$ cat src/rtl/audio_codec_port_pkg.sv
// Shared types and defaults for the I2S codec port: sample width and FSM state encodings.
package audio_codec_port_pkg;

    localparam int SAMPLE_WIDTH_DEF = 16;

    typedef enum logic [1:0] {
        ADC_IDLE  = 2'd0,
        ADC_SKIP  = 2'd1,
        ADC_SHIFT = 2'd2,
        ADC_HOLD  = 2'd3
    } adc_state_t;

    typedef enum logic [1:0] {
        DAC_IDLE = 2'd0,
        DAC_SKIP = 2'd1,
        DAC_SEND = 2'd2,
        DAC_PAD  = 2'd3
    } dac_state_t;

endpackage

$ cat src/rtl/audio_codec_port_edge_sync.sv
// Multi-flop synchronizer for one codec input, with one-clock rise/fall strobes
// taken from the synchronized level.
module codec_edge_sync
    import audio_codec_port_pkg::*;
#(
    parameter int SYNC_STAGES = 2
) (
    input  logic clock,
    input  logic reset,
    input  logic din,
    output logic level,
    output logic rise,
    output logic fall
);

    logic [SYNC_STAGES-1:0] sync_q;
    logic                   last_q;

    always_ff @(posedge clock or negedge reset) begin
        if (!reset) begin
            sync_q <= '0;
            last_q <= 1'b0;
        end else begin
            sync_q[0] <= din;
            for (int i = 1; i < SYNC_STAGES; i++) begin
                sync_q[i] <= sync_q[i-1];
            end
            last_q <= sync_q[SYNC_STAGES-1];
        end
    end

    assign level = sync_q[SYNC_STAGES-1];
    assign rise  = level & ~last_q;
    assign fall  = ~level & last_q;

endmodule

$ cat src/rtl/audio_codec_port.sv
// I2S bridge: left ADC slot -> parallel input_sample + sample_clock, and
// output_sample -> both DAC slots. Codec is clock master; all codec pins are oversampled.
//
// ADC FSM   | meaning
// IDLE      | waiting for adclrck fall (start of left slot)
// SKIP      | discarding the first bclk rise (I2S one-bit delay)
// SHIFT     | capturing SAMPLE_WIDTH bits MSB first
// HOLD      | word complete, ignoring extra bits until adclrck rise commits it
//
// DAC FSM   | meaning
// IDLE      | nothing loaded since reset
// SKIP      | word loaded, discarding the delay-bit bclk fall
// SEND      | driving tx MSB first on each bclk fall
// PAD       | word sent, driving 0 until the next daclrck edge
module audio_codec_port
    import audio_codec_port_pkg::*;
#(
    parameter int SAMPLE_WIDTH = SAMPLE_WIDTH_DEF,
    parameter int SYNC_STAGES  = 2
) (
    input  logic                    clock,
    input  logic                    reset,
    input  logic                    aud_bclk,
    input  logic                    aud_adclrck,
    input  logic                    aud_adcdat,
    input  logic                    aud_daclrck,
    output logic                    aud_dacdat,
    input  logic [SAMPLE_WIDTH-1:0] output_sample,
    output logic [SAMPLE_WIDTH-1:0] input_sample,
    output logic                    sample_clock,
    output logic                    sample_valid,
    output logic                    frame_error
);

    localparam int CW = $clog2(SAMPLE_WIDTH + 1);

    logic       bclk_rise, bclk_fall;
    logic       adclrck_rise, adclrck_fall;
    logic       daclrck_rise, daclrck_fall;
    logic       adcdat_s;
    logic [4:0] sync_unused;

    codec_edge_sync #(.SYNC_STAGES(SYNC_STAGES)) u_sync_bclk (
        .clock(clock), .reset(reset), .din(aud_bclk),
        .level(sync_unused[0]), .rise(bclk_rise), .fall(bclk_fall)
    );
    codec_edge_sync #(.SYNC_STAGES(SYNC_STAGES)) u_sync_adclrck (
        .clock(clock), .reset(reset), .din(aud_adclrck),
        .level(sync_unused[1]), .rise(adclrck_rise), .fall(adclrck_fall)
    );
    codec_edge_sync #(.SYNC_STAGES(SYNC_STAGES)) u_sync_daclrck (
        .clock(clock), .reset(reset), .din(aud_daclrck),
        .level(sync_unused[2]), .rise(daclrck_rise), .fall(daclrck_fall)
    );
    codec_edge_sync #(.SYNC_STAGES(SYNC_STAGES)) u_sync_adcdat (
        .clock(clock), .reset(reset), .din(aud_adcdat),
        .level(adcdat_s), .rise(sync_unused[3]), .fall(sync_unused[4])
    );

    // ADC path
    adc_state_t              adc_state, adc_next;
    logic [SAMPLE_WIDTH-1:0] adc_shift, adc_shift_next;
    logic [CW-1:0]           adc_count, adc_count_next;
    logic                    adc_commit, adc_error, sclk_pending;

    always_ff @(posedge clock or negedge reset) begin
        if (!reset) begin
            adc_state    <= ADC_IDLE;
            adc_shift    <= '0;
            adc_count    <= '0;
            input_sample <= '0;
            sample_valid <= 1'b0;
            frame_error  <= 1'b0;
            sclk_pending <= 1'b0;
            sample_clock <= 1'b0;
        end else begin
            adc_state    <= adc_next;
            adc_shift    <= adc_shift_next;
            adc_count    <= adc_count_next;
            sample_valid <= adc_commit;
            frame_error  <= adc_error;
            sclk_pending <= adc_commit;
            if (adc_commit) begin
                input_sample <= adc_shift;
            end
            // The rise trails input_sample by one clock so DSP logic sees settled data.
            if (adclrck_fall) begin
                sample_clock <= 1'b0;
            end else if (sclk_pending) begin
                sample_clock <= 1'b1;
            end
        end
    end

    always_comb begin
        adc_next       = adc_state;
        adc_shift_next = adc_shift;
        adc_count_next = adc_count;
        adc_commit     = 1'b0;
        adc_error      = 1'b0;
        unique case (adc_state)
            ADC_IDLE: begin
                if (adclrck_fall) adc_next = ADC_SKIP;
            end
            ADC_SKIP: begin
                if (adclrck_rise) begin
                    adc_error = 1'b1;
                    adc_next  = ADC_IDLE;
                end else if (bclk_rise) begin
                    adc_count_next = '0;
                    adc_next       = ADC_SHIFT;
                end
            end
            ADC_SHIFT: begin
                if (adclrck_rise) begin
                    adc_error = 1'b1;
                    adc_next  = ADC_IDLE;
                end else if (bclk_rise) begin
                    adc_shift_next = {adc_shift[SAMPLE_WIDTH-2:0], adcdat_s};
                    adc_count_next = adc_count + 1'b1;
                    if (adc_count_next == CW'(SAMPLE_WIDTH)) adc_next = ADC_HOLD;
                end
            end
            ADC_HOLD: begin
                if (adclrck_rise) begin
                    adc_commit = 1'b1;
                    adc_next   = ADC_IDLE;
                end
            end
        endcase
        // A left-slot start anywhere resynchronizes the capture.
        if (adclrck_fall) begin
            adc_next       = ADC_SKIP;
            adc_count_next = '0;
        end
    end

    // DAC path
    dac_state_t              dac_state, dac_next;
    logic [SAMPLE_WIDTH-1:0] tx_shift, tx_shift_next;
    logic [CW-1:0]           dac_count, dac_count_next;
    logic                    dacdat_next;

    always_ff @(posedge clock or negedge reset) begin
        if (!reset) begin
            dac_state  <= DAC_IDLE;
            tx_shift   <= '0;
            dac_count  <= '0;
            aud_dacdat <= 1'b0;
        end else begin
            dac_state  <= dac_next;
            tx_shift   <= tx_shift_next;
            dac_count  <= dac_count_next;
            aud_dacdat <= dacdat_next;
        end
    end

    always_comb begin
        dac_next       = dac_state;
        tx_shift_next  = tx_shift;
        dac_count_next = dac_count;
        dacdat_next    = aud_dacdat;
        if (daclrck_rise || daclrck_fall) begin
            // The bclk fall that carries the frame edge is the delay bit itself.
            tx_shift_next  = output_sample;
            dac_count_next = '0;
            dacdat_next    = 1'b0;
            dac_next       = bclk_fall ? DAC_SEND : DAC_SKIP;
        end else begin
            unique case (dac_state)
                DAC_IDLE: ;
                DAC_SKIP: begin
                    if (bclk_fall) dac_next = DAC_SEND;
                end
                DAC_SEND: begin
                    if (bclk_fall) begin
                        dacdat_next    = tx_shift[SAMPLE_WIDTH-1];
                        tx_shift_next  = {tx_shift[SAMPLE_WIDTH-2:0], 1'b0};
                        dac_count_next = dac_count + 1'b1;
                        if (dac_count == CW'(SAMPLE_WIDTH - 1)) dac_next = DAC_PAD;
                    end
                end
                DAC_PAD: begin
                    if (bclk_fall) dacdat_next = 1'b0;
                end
            endcase
        end
    end

endmodule

$ cat config.mk
export PLATFORM = sky130hd
export DESIGN_NAME = audio_codec_port
export DESIGN_NICKNAME = d
export VERILOG_FILES = /design/src/rtl/audio_codec_port_pkg.sv /design/src/rtl/audio_codec_port_edge_sync.sv /design/src/rtl/audio_codec_port.sv
export SDC_FILE = /design/constraint.sdc
export NUM_CORES = 1
export LEC_CHECK = 0
export ABC_AREA = 1
export CORE_MARGIN = 10
export CORE_UTILIZATION = 50
export DETAILED_ROUTE_END_ITERATION = 8
export GPL_TIMING_DRIVEN = 0
export PLACE_DENSITY = 0.75
export SLEW_MARGIN = 20
export SYNTH_ARGS = -nofsm -noshare
export SYNTH_HDL_FRONTEND = slang
export SYNTH_HIERARCHICAL = 1
export SYNTH_SLANG_ARGS = --single-unit
$ cat constraint.sdc
create_clock -name clock -period 2 [get_ports clock]
set_clock_uncertainty 0.2 [all_clocks]
set_input_delay 0.4 -clock clock [delete_from_list [all_inputs] [get_ports clock]]
set_output_delay 0.4 -clock clock [all_outputs]
set_load 0.02 [all_outputs]
# After elaboration in Yosys (flattened, before gate mapping)
# Cells that the tools add are included.
[totals]
register_bits = 77
input_bits = 22
out_inout_bits = 20
word_cells = 104
[classes]
addsub = 2
eq_ne = 21
muxes = 35
bitwise = 13
n_reduce_logical = 15
[op_table]
columns = ["cell", "n"]
rows = [
  ["2-to-1 mux 16 bit", 3],
  ["2-to-1 mux 5 bit", 8],
  ["inequality test 3 bit (second input constant)", 9],
  ["2-to-1 mux 2 bit", 12],
  ["inequality test 4 bit (second input constant)", 3],
  ["adder 5 x 1 -> 5 bit (second input constant)", 2],
  ["case mux 5 bit (2 select lines)", 1],
  ["AND reduction 5 bit", 2],
  ["nonzero test 3 bit", 3],
  ["equality test 2 bit (second input constant)", 4],
  ["2-to-1 mux 1 bit", 8],
  ["NOT 1 bit", 7],
  ["AND 1 bit", 6],
  ["case mux 2 bit (3 select lines)", 1],
  ["AND reduction 3 bit", 2],
  ["nonzero test 2 bit", 3],
  ["equality test 5 x 4 -> 1 bit (second input constant)", 1],
  ["equality test 5 bit (second input constant)", 1],
  ["equality test 2 x 1 -> 1 bit (second input constant)", 2],
  ["case mux 2 bit (2 select lines)", 1],
  ["AND reduction 4 bit", 1],
  ["zero test 2 bit", 1],
  ["inequality test 2 bit (second input constant)", 1],
  ["case mux 1 bit (2 select lines)", 1],
  ["other kinds (3)", 3],
]

# Logic depth before layout (Yosys ltp)
[depth]
ltp_word = 7
mapped_depth = 11
ltp_nobuf = 11

# By module
# Netlist, hierarchy kept.
[modules_own_cells]
columns = ["mod", "instances", "cells_each", "area_per_inst_um2", "seq_area_each_um2"]
rows = [
  ["audio_codec_port", 1, 311, 2960.3, 1651.6],
  ["codec_edge_sync", 4, 7, 90.1, 75.1],
]

# Least setup slack after synthesis
# No wires, ideal clock.
[synth_path]
path_type = "register to register"
start = "register adc_state[0]"
end = "register adc_state[0]"
t_arrival_ps = 1256
slack_ps = 428
stages_incl_launch_ff = 10
period_less_slack_ps = 1572
path_cell_list = "dfrtp_1 inv_1 ha_1 or2_1 a21oi_1 nand2_1 nand2_2 nand2_2 nand2_1 nand2_1"
[synth_between]
elab_chain_cells = 3
elab_cells_between_ends = 12
cone_classes = "8 x eq/ne; 2 x mux; 2 x reduce/logical"
[synth_rtl]
columns = ["item", "line_no", "text"]
rows = [
  ["start: declaration", "audio_codec_port.sv:61", "adc_state_t adc_state, adc_next;"],
  ["start signal: assignment", "audio_codec_port.sv:77", "adc_state <= adc_next;"],
  ["equality test 2 bit, or another cell as far along", "audio_codec_port.sv:101", "unique case (adc_state)"],
  ["inequality test 4 bit (no source line), or another cell as far along", "-", ""],
  ["AND reduction 5 bit (no source line) / 2-to-1 mux 2 bit (equally long branches)", "-", ""],
]
# Parallel ways exist; a longest one is shown, timed or not.
# A chain may end at the register's enable or synchronous reset.

# Worst setup path after layout
[layout_path]
start = "register input_sample[8]"
end = "output input_sample[8]"
[layout_lines]
columns = ["item", "line_no", "text"]
rows = [
  ["start: declaration", "audio_codec_port.sv:29", "output logic [SAMPLE_WIDTH-1:0] input_sample,"],
  ["start signal: assignment", "audio_codec_port.sv:84", "input_sample <= adc_shift;"],
]
# No word-level cell between the ends.

==> metrics.txt <==
category of the critical setup timing path=reg2out; register-to-register setup slack=230 ps; Layout Cells excl Fill=470; highest-count cells in the layout ignoring fill and taps=77 x sky130_fd_sc_hd__dfrtp_1, 58 x sky130_fd_sc_hd__nand2_1, 45 x sky130_fd_sc_hd__inv_1; final setup violation count=0; Reg2Reg Depth=7; number of vias in the routed layout=~2,500; cell breakdown of the critical path=clkdlybuf4s50_1; via count of the first global-routing pass=roughly 2,500; mapped cell area=between 0.003 and 0.004 mm2; post-synthesis instance total=334; grt total ovfl=0; number of detailed-route iterations in the first pass=5; sum of routed wire segments on met1=3000 um; Placed Instances=453; TritonCTS clock tree=yes; routability-driven placement congestion ratio=around 0.77; final worst-path cycle share=97.6%; overall die area=0.0102 mm2; Rel. slew slack=a little over two thirds; unrepaired setup endpoints after global routing=false; remaining antenna violation count after routing=0; Max-Cap Viols=0; outcome=complete, no violations; Clock Path Buffers=2; antenna fix cells=0; highest routed metal layer=met4; utilization after layout=63.2%; row cnt=29; clock tree root buffer cell=sky130_fd_sc_hd__clkbuf_8; maximum vdd ir drop=613 uV; average routed wire per standard cell=approximately 14 um; total number of yosys warnings=6; highest clock frequency the design can meet=512 MHz; Buffers & Inverters on Critical Path=1; type of destination of the critical path=output pin; wire length of the first global-routing pass=11,400 um; startpoint types=flop; critical register-to-register path startpoint=u_sync_bclk/sync_q[1]; Area growth, synth to finish=22.3%; kind of cell adding the most delay to the critical path=buffers and inverters; arrival time of the worst setup path=1350 ps; Die Width=101 um; Avg Synthesized Cell Area=9.82 um2; Detailed Route WL=6650 um; number of buffers inserted by port buffering=41; initial core utilization=51.7%; core area=0.00635 mm2; critical path required time=about 1400 ps; commonest non-fill, non-tap cell in the layout=sky130_fd_sc_hd__dfrtp_1; initial antenna violation count=0; Post-Syn Nets=363; fraction of final layout cells with drive strength greater than 1=between 10% and 20%; overall power of the completed layout=3.81 mW; clock latency of the later-clocked register in the worst-skew pair=around 350 ps; starting DRC count in detailed routing=around 120; post-detailed-placement cell area=0.00381 mm2; source of the worst hold timing path=u_sync_daclrck/sync_q[0]; critical path's slowest cell=sky130_fd_sc_hd__clkdlybuf4s50_1; shortest clock period the worst path allows after layout=1950 ps; Power Dens Cells=~950 mW/mm2; final hold violation count=0; reported leakage power=about 1.8 nW; Num Clock Sinks=just under 80; final instance area=around 0.0040 mm2; routed wire length on met2=3220 um; maximum number of pins on one net before global-route repair=53; layout net count=417; delay of the slowest cell on the worst path=about 620 ps; depth of the worst hold-timing path=0; clock transition at the registers of the reported paths=90 ps; Num CTS Buffers=9; half-perimeter wire length of the detailed placement result=4700 um; number of top-level pins=between 40 and 50; Met3 Wirelength=between 300 and 400 um; hold endpoint=u_sync_daclrck/sync_q[1]; H-Tree Level Count=3; min-delay worst type=reg2reg; worst setup path startpoint=input_sample[8]; critical-path maximum fanout=2; die height=~100 um; Slew Viols, Final=0; routed vias/inst=5.21; Reg-to-Reg End=tx_shift[3]; DRC violation count after routing=0; global-route usage over all layers=13.7%; Least-Margin Pin Slew=445 ps
==> worst max path at each step <==
stage	endpoint	slack, ps	cells past startpoint
after floorplan	adc_state[0]	430	9
after detailed placement	adc_shift[8]	220	9
after global routing	input_sample[7]	3	1
after global placement	adc_shift[2]	-2350	1
after CTS	input_sample[8]	30	1
final	input_sample[8]	50	1
==> power breakdown <==
group | internal (mW) | switching (mW)
sequential | 1.76 | 0.121
clock | 0.483 | 0.642
combinational | 0.339 | 0.474
==> layer usage <==
metal,GRT usage [%],up-vias
met5,0,-
met4,6.43,0
met2,21.2,36
li1,-,1194
met3,4.12,9
met1,17.1,1211
==> area by class of cell <==
class	count	area, um2
buffer	12	73.8
clock buffer	9	124
clock inverter	7	65.1
fill	496	2340
inverter	50	190
multi-input combinational	195	1090
sequential	77	1930
tap	77	96.3
timing repair buffer	43	445
==> sequential cells by signal, summed over array words and instances, names as in the netlist, 5 cells and up <==
name and count:
adc_shift 16, input_sample 16, dac_count 5, tx_shift 16
adc_count 5
==> metrics by stage <==
stage / setup TNS, ps / hold WS, ps / worst slack [ps]
floorplan: 0 / -95.6 / 428
global placement: -180420 / 131 / -2350
detailed placement: 0 / 135 / 223
CTS: 0 / 155 / 27.1
global route: 0 / 163 / 3.06
finish: 0 / 152 / 48.5
==> repair_timing <==
item | in CTS | in global routing
hold buffers | 1 | 0
endpoints found under the hold margin | 25 | 0
buffers inserted | 0 | 0
resized for setup | 0 | 0
Note: power is estimated with default switching activity, not from simulation.
